## config.mk

```make
export PLATFORM = sky130hd
export DESIGN_NAME = wb_data_pipe_flat
export DESIGN_NICKNAME = d
export VERILOG_FILES = /design/src/rtl/wb_data_pipe_if.sv /design/src/rtl/wb_data_pipe.sv /design/src/flat_wrapper.sv
export SDC_FILE = /design/constraint.sdc
export NUM_CORES = 1
export LEC_CHECK = 0
export CAP_MARGIN = 15
export CORE_MARGIN = 5
export CORE_UTILIZATION = 40
export CTS_CLUSTER_DIAMETER = 50
export CTS_CLUSTER_SIZE = 28
export DETAILED_ROUTE_END_ITERATION = 8
export GPL_ROUTABILITY_DRIVEN = 0
export PLACE_DENSITY_LB_ADDON = 0.08
export SYNTH_ARGS = -nofsm -noshare
export SYNTH_HDL_FRONTEND = slang
export SYNTH_SLANG_ARGS = --single-unit
```

## constraint.sdc

```tcl
create_clock -name clk -period 4.2 [get_ports clk]
set_input_delay 0.63 -clock clk [delete_from_list [all_inputs] [get_ports clk]]
set_output_delay 0.63 -clock clk [all_outputs]
set_load 0.01 [all_outputs]
```

## src/rtl/wb_data_pipe_if.sv

```systemverilog
// Memory-side bus of the write-back stage: one outstanding request, completed by a one-cycle ack.
interface wb_data_pipe_if;
    logic        mem_req;
    logic [3:0]  mem_we;
    logic [31:0] mem_addr;
    logic [31:0] mem_wdata;
    logic        mem_ack;
    logic [31:0] mem_rdata;
    logic        mem_miss;

    modport master (
        output mem_req, mem_we, mem_addr, mem_wdata,
        input  mem_ack, mem_rdata, mem_miss
    );

    modport slave (
        input  mem_req, mem_we, mem_addr, mem_wdata,
        output mem_ack, mem_rdata, mem_miss
    );
endinterface

```

## src/rtl/wb_data_pipe.sv

```systemverilog
// Write-back stage: issues one load/store to memory, stalls until it completes or times out,
// extends load data, and keeps hit/miss/stall performance counters.
module wb_data_pipe #(
    parameter int CNT_W    = 32,
    parameter int MAX_WAIT = 255
) (
    input  logic             clk,
    input  logic             rst,
    input  logic             bubbleW,
    input  logic             flushW,
    input  logic             wb_select,
    input  logic [2:0]       load_type,
    input  logic [3:0]       write_en,
    input  logic [31:0]      addr,
    input  logic [31:0]      in_data,
    wb_data_pipe_if.master   mem,
    output logic             stall_req,
    output logic [31:0]      data_WB,
    output logic             misalign,
    output logic             timeout_err,
    input  logic             cnt_clr,
    output logic [CNT_W-1:0] hit_cnt,
    output logic [CNT_W-1:0] miss_cnt,
    output logic [CNT_W-1:0] stall_cnt
);

    typedef enum logic {IDLE, WAIT} state_t;

    localparam logic [15:0] WAIT_LAST = 16'(MAX_WAIT - 1);

    state_t      state, state_nxt;
    logic        present, ack_done, timed_out;
    logic [31:0] req_addr, req_wdata;
    logic [3:0]  req_we;
    logic [1:0]  req_off;
    logic [2:0]  req_lt;
    logic        req_load;
    logic        flush_pend;
    logic [15:0] wait_cnt;

    function automatic logic [31:0] load_extend(input logic [2:0] lt, input logic [1:0] off,
                                                input logic [31:0] word);
        logic [7:0]  b;
        logic [15:0] h;
        b = word[{off, 3'b000} +: 8];
        h = off[1] ? word[31:16] : word[15:0];
        case (lt)
            3'b001:  return {{16{h[15]}}, h};
            3'b010:  return {{24{b[7]}}, b};
            3'b011:  return {16'b0, h};
            3'b100:  return {24'b0, b};
            default: return word;
        endcase
    endfunction

    function automatic logic is_misaligned(input logic ld, input logic [2:0] lt,
                                           input logic [3:0] we, input logic [1:0] off);
        if (ld) begin
            case (lt)
                3'b001, 3'b011: return off[0];
                3'b010, 3'b100: return 1'b0;
                default:        return off != 2'b00;
            endcase
        end
        case (we)
            4'b1111:         return off != 2'b00;
            4'b0011, 4'b1100: return off[0];
            default:         return 1'b0;
        endcase
    endfunction

    function automatic logic [CNT_W-1:0] sat_inc(input logic [CNT_W-1:0] v);
        return (&v) ? v : v + 1'b1;
    endfunction

    always_ff @(posedge clk) begin
        if (rst) state <= IDLE;
        else     state <= state_nxt;
    end

    always_comb begin
        // NOTE: every signal gets a default first so no branch can leave a latch behind.
        state_nxt = state;
        present   = 1'b0;
        ack_done  = 1'b0;
        timed_out = 1'b0;
        case (state)
            IDLE: begin
                present = !bubbleW && !flushW && (wb_select || write_en != 4'b0000);
                if (present) state_nxt = WAIT;
            end
            WAIT: begin
                if (mem.mem_ack) begin
                    ack_done  = 1'b1;
                    state_nxt = IDLE;
                end else if (wait_cnt == WAIT_LAST) begin
                    timed_out = 1'b1;
                    state_nxt = IDLE;
                end
            end
            default: state_nxt = IDLE;
        endcase
    end

    assign stall_req     = !rst && (present || (state == WAIT && !mem.mem_ack));
    assign misalign      = !rst && present && is_misaligned(wb_select, load_type, write_en, addr[1:0]);
    assign mem.mem_req   = (state == WAIT);
    assign mem.mem_we    = (state == WAIT) ? req_we : 4'b0000;
    assign mem.mem_addr  = req_addr;
    assign mem.mem_wdata = req_wdata;

    // A flush seen at any point of the transaction discards its result but never aborts the bus cycle.
    always_ff @(posedge clk) begin
        // NOTE: sequential state uses non-blocking assignments so every register samples pre-edge values.
        if (rst) begin
            req_addr   <= '0;
            req_wdata  <= '0;
            req_we     <= '0;
            req_off    <= '0;
            req_lt     <= '0;
            req_load   <= 1'b0;
            flush_pend <= 1'b0;
            wait_cnt   <= '0;
            data_WB    <= '0;
        end else begin
            if (present) begin
                req_addr   <= {addr[31:2], 2'b00};
                req_off    <= addr[1:0];
                req_wdata  <= in_data;
                req_we     <= wb_select ? 4'b0000 : write_en;
                req_lt     <= load_type;
                req_load   <= wb_select;
                flush_pend <= 1'b0;
            end else if (state == WAIT) begin
                flush_pend <= flush_pend | flushW;
            end

            wait_cnt <= (state == WAIT && !mem.mem_ack && !timed_out) ? wait_cnt + 1'b1 : '0;

            if (ack_done) begin
                if (flush_pend || flushW) data_WB <= '0;
                else if (req_load)        data_WB <= load_extend(req_lt, req_off, mem.mem_rdata);
                else                      data_WB <= {req_addr[31:2], req_off};
            end else if (timed_out) begin
                data_WB <= '0;
            end else if (state == IDLE && !present && !bubbleW) begin
                data_WB <= flushW ? 32'b0 : addr;
            end
        end
    end

    always_ff @(posedge clk) begin
        if (rst || cnt_clr) begin
            hit_cnt     <= '0;
            miss_cnt    <= '0;
            stall_cnt   <= '0;
            timeout_err <= 1'b0;
        end else begin
            if (ack_done && !mem.mem_miss) hit_cnt  <= sat_inc(hit_cnt);
            if (ack_done && mem.mem_miss)  miss_cnt <= sat_inc(miss_cnt);
            if (stall_req)                 stall_cnt <= sat_inc(stall_cnt);
            if (timed_out)                 timeout_err <= 1'b1;
        end
    end

endmodule

```

## src/flat_wrapper.sv

```systemverilog
// flat-port wrapper written by rule: the top's interface ports become plain ports
module wb_data_pipe_flat 
#(
    parameter int CNT_W    = 32,
    parameter int MAX_WAIT = 255
)
  (clk, rst, bubbleW, flushW, wb_select, load_type, write_en, addr, in_data, stall_req, data_WB, misalign, timeout_err, cnt_clr, hit_cnt, miss_cnt, stall_cnt, mem_mem_req, mem_mem_we, mem_mem_addr, mem_mem_wdata, mem_mem_ack, mem_mem_rdata, mem_mem_miss);
  wb_data_pipe_if mem_i ();
  input  logic clk;
  input  logic rst;
  input  logic bubbleW;
  input  logic flushW;
  input  logic wb_select;
  input  logic [2:0] load_type;
  input  logic [3:0] write_en;
  input  logic [31:0] addr;
  input  logic [31:0] in_data;
  output logic stall_req;
  output logic [31:0] data_WB;
  output logic misalign;
  output logic timeout_err;
  input  logic cnt_clr;
  output logic [CNT_W-1:0] hit_cnt;
  output logic [CNT_W-1:0] miss_cnt;
  output logic [CNT_W-1:0] stall_cnt;
  output wire logic [$bits(mem_i.mem_req)-1:0] mem_mem_req;
  output wire logic [$bits(mem_i.mem_we)-1:0] mem_mem_we;
  output wire logic [$bits(mem_i.mem_addr)-1:0] mem_mem_addr;
  output wire logic [$bits(mem_i.mem_wdata)-1:0] mem_mem_wdata;
  input wire logic [$bits(mem_i.mem_ack)-1:0] mem_mem_ack;
  input wire logic [$bits(mem_i.mem_rdata)-1:0] mem_mem_rdata;
  input wire logic [$bits(mem_i.mem_miss)-1:0] mem_mem_miss;
  assign mem_mem_req = mem_i.mem_req;
  assign mem_mem_we = mem_i.mem_we;
  assign mem_mem_addr = mem_i.mem_addr;
  assign mem_mem_wdata = mem_i.mem_wdata;
  assign mem_i.mem_ack = mem_mem_ack;
  assign mem_i.mem_rdata = mem_mem_rdata;
  assign mem_i.mem_miss = mem_mem_miss;
  wb_data_pipe #(.CNT_W(CNT_W), .MAX_WAIT(MAX_WAIT)) u_core (.clk(clk), .rst(rst), .bubbleW(bubbleW), .flushW(flushW), .wb_select(wb_select), .load_type(load_type), .write_en(write_en), .addr(addr), .in_data(in_data), .mem(mem_i), .stall_req(stall_req), .data_WB(data_WB), .misalign(misalign), .timeout_err(timeout_err), .cnt_clr(cnt_clr), .hit_cnt(hit_cnt), .miss_cnt(miss_cnt), .stall_cnt(stall_cnt));
endmodule
```

==> results.yml <==
synthesis:
  yosysWarningCount: 0
  synth.cell_area_mm2: 0.0106
  ys_seq_area_frac: 0.412
  ys_ff_latch: 219
  avgSynthCellArea_um2: 8.07
  synth_edf_count: 0
  syn_inst: 1318
  synth_ff_type: "dfxtp_1"
  async_reset_ff_frac: 0
  synth_cell_type_count: 66
cts:
  cts-root-buf: "clkbuf_16"
  htreeDepth: 1
  cts_made_buffers: 29
  postCtsSetupRepairBufs: 0
  cts_tree: "yes"
  cts_sinks: 219
  clkSlewWorstSetupHoldPaths_ns: 0.06
  clk_latency_ns: 0.54
  cts_buffer_depth: 3
  cts_resized: 0
  hold_buffers: 0
sta:
  holdWs_ns: 0.453
  hold_viol: 0
  relSlewSlack: 0.257
  tightest_slew_ns: 1.11
  fmax_ghz: 0.285
  fin_crit_sh: 0.835
  fin_crit_ns: 3.51
  setup_viol: 0
  fin_worst_skew_ns: 0.00886
  fin_setup_tns_ns: 0
  fin_ws_ns: 0.692
  maxSlewViolCount: 0
  rsz0062_at_grt: "false"
pwr:
  p_seq_frac: 0.426
  irDropWorstVdd_mv: 0.322
  powerDensity_mw_per_mm2: 344
  p_int_mw: 3.77
  power_mw: 5.12
  p_sw_mw: 1.35
  power_frac_comb: 0.108
  switching_share: 0.264
  power_leakage_nw: 4.82
  p_clk_frac: 0.466
grt:
  antenna_found_initial: 10
  grt_overflow: 0
  grt_max_degree: 78
  grt_pass1_vias: 10100
  grt_pass1_wl_um: 57100
  track_usage: 0.229
flow_run:
  drv_cap: 0
placement:
  io_buffers: 308
  placed_cell_area_mm2: 0.0139
  dpl_worst_slack_ns: 0.705
  hpwlAfterDp_um: 25400
setup_path:
  critPathMaxFanout: 5
  critPathSlowestCell: "clkdlybuf4s50_1"
  worstSetupStartpointType: "primary input"
  crit_family: "buffers and inverters"
  path_class: "in2out"
  crit_top_cell: "clkdlybuf4s50_1"
  endpoint_kind: "primary output"
  max_stage_delay_ns: 0.70
  crit_chain: "clkdlybuf4s50_1 > or2_2 > a21oi_1 > a31o_2 > a221oi_1 > a2111oi_0 > clkdlybuf4s50_1"
  critPathRequiredTime_ns: 3.57
  cp.arrival_ns: 2.88
  path_buf_inv: 2
min_path:
  holdCritPathClass: "reg2reg"
routing:
  vias: 11100
  vias_per_cell: 5.68
  drt-total-wl_um: 36500
  drcViolationCount: 0
  drt_iter0_markers: 795
  drtAntennaViolNets: 0
  wl_per_cell_um: 18.7
  dr.pass1.iters: 5
die:
  die_h_um: 173
  chipWidth_um: 173
  die-area_mm2: 0.0299
  core_area_mm2: 0.0261
  placementRows: 59
  num_io_pins: 311
  start_util: 0.407
cells_and_area:
  syn2layout_area_growth_pct: 40.0
  finalNetCount: 1701
  drive_gt1_frac: 0.0784
  final_area_mm2: 0.0149
run_status:
  status: "finished, final reports clean"
## worst min-delay path: stages, from the launching register on
cell	delay, ns
dfxtp_1	0.31
nand2_1	0.05
a21oi_1	0.05
## kinds of logic after synthesis
logic type / synth area share
and+or+nand+nor: 0.267
AOI/OAI and AO/OA: 0.232
xor gates and xnor gates: 0.0189
muxes: 0.0209
DFF: 0.412
adders and majority gates: 0.00588
other: 0.000353
buffers and inverters: 0.0426
## synth_stat cells (3+ instances only)
cell,number,area [um2]
nand2_1,224,841
dfxtp_1,219,4380
a21oi_1,170,851
o21ai_0,65,325
clkbuf_1,64,240
nor2_1,56,210
or3_1,47,294
nand3_1,44,220
or4_1,38,285
o31ai_1,32,240
nand4_1,27,169
o221a_2,26,293
a22oi_1,25,188
nor3_1,22,110
mux2i_1,20,200
o21a_1,19,143
inv_1,18,67.6
and4_1,17,149
xor2_1,16,140
buf_2,14,70.1
and2_1,12,75.1
nor4_1,11,68.8
o211ai_1,11,82.6
and3_1,10,62.6
buf_1,10,37.5
or2_2,10,62.6
nor2b_1,7,43.8
xnor2_1,7,61.3
nor3b_1,6,45.0
o221ai_1,6,52.6
a311oi_1,5,43.8
ha_1,5,62.6
o21ai_1,4,20.0
a221oi_1,3,26.3
nor4b_1,3,26.3
o2111ai_1,3,26.3
o311ai_0,3,26.3
## power by group through the flow
stage / logic, mW / clock network (mW) / registers, mW
after detailed placement: 0.552 / 0 / 2.22
after CTS: 0.554 / 2.44 / 2.18
final: 0.554 / 2.38 / 2.18
after global routing: 0.597 / 2.54 / 2.19
after floorplan: 0.223 / 0 / 2.24
after global placement: 0.549 / 0 / 2.22
## metal layers
| metal | share of wire | wire (um) | vias to the layer above | track usage |
|---|---|---|---|---|
| li1 | - | - | 5432 | - |
| met1 | 0.45 | 16300 | 5232 | 0.307 |
| met2 | 0.45 | 16600 | 335 | 0.365 |
| met3 | 0.059 | 2150 | 80 | 0.0483 |
| met4 | 0.037 | 1360 | 6 | 0.0851 |
| met5 | 0.00082 | 30 | - | 0 |
## area by class of cell
cell class              instances  area (um2)
well taps                     335         419
multi-input cells             990        5830
flip-flops and latches        219        4380
diodes                          8        20.0
inverters                      18        67.6
repair buffers                327        3220
clock buffers                  32         767
fillers                      2462       11200
clock inverters                21         174
## worst paths after layout
path | startpoint | to | slack [ns] | cells past startpoint
worst min register to register | u_core.mem.mem_wdata[27]$_SDFFE_PP0P_ | u_core.mem.mem_wdata[27]$_SDFFE_PP0P_ | 0.45 | 2
worst max register to register | u_core.miss_cnt[8]$_SDFFE_PP0P_ | u_core.miss_cnt[27]$_SDFFE_PP0P_ | 1.55 | 5
worst min-delay path | u_core.mem.mem_wdata[27]$_SDFFE_PP0P_ | u_core.mem.mem_wdata[27]$_SDFFE_PP0P_ | 0.45 | 2
worst max-delay path | write_en[1] | misalign | 0.69 | 7
## cell usage in the layout (no fill, tap or decap), types with 5 or more instances in the layout
cell type,count
o21ai_0,65
o221ai_1,6
inv_6,5
inv_1,18
or2_2,10
o21a_1,19
o31ai_1,32
or4_1,38
nand4_1,27
nor3b_1,6
diode_2,8
o221a_2,26
a311oi_1,5
nand3_1,44
nor4_1,11
nor3_1,21
nand2_1,224
a22oi_1,25
clkdlybuf4s50_1,307
nor2_1,55
a21oi_1,170
and3_1,10
dfxtp_1,219
or3_1,47
clkinv_4,8
xnor2_1,7
mux2i_1,20
ha_1,5
o211ai_1,11
xor2_1,16
nor2b_1,7
and4_1,17
buf_4,20
and2_1,12
clkbuf_16,29
## sequential cells by signal, summed over array words and instances (netlist names)
name                  count
u_core.req_off            2
u_core.mem.mem_addr      30
u_core.mem.mem_wdata     32
u_core.wait_cnt          16
u_core.req_load           1
u_core.req_lt             3
u_core.miss_cnt          32
u_core.req_we             4
u_core.flush_pend         1
u_core.hit_cnt           32
u_core.data_WB           32
u_core.mem.mem_req        1
u_core.stall_cnt         32
u_core.timeout_err        1
## per-stage QoR
step           instances  utilization
5_1_grt             1950        0.570
6_report            1950        0.570
4_1_cts             1942        0.569
2_1_floorplan       1319            -
3_5_place_dp        1889        0.533
3_3_place_gp        1889        0.533
No activity file was read; power rests on OpenSTA's default activity.
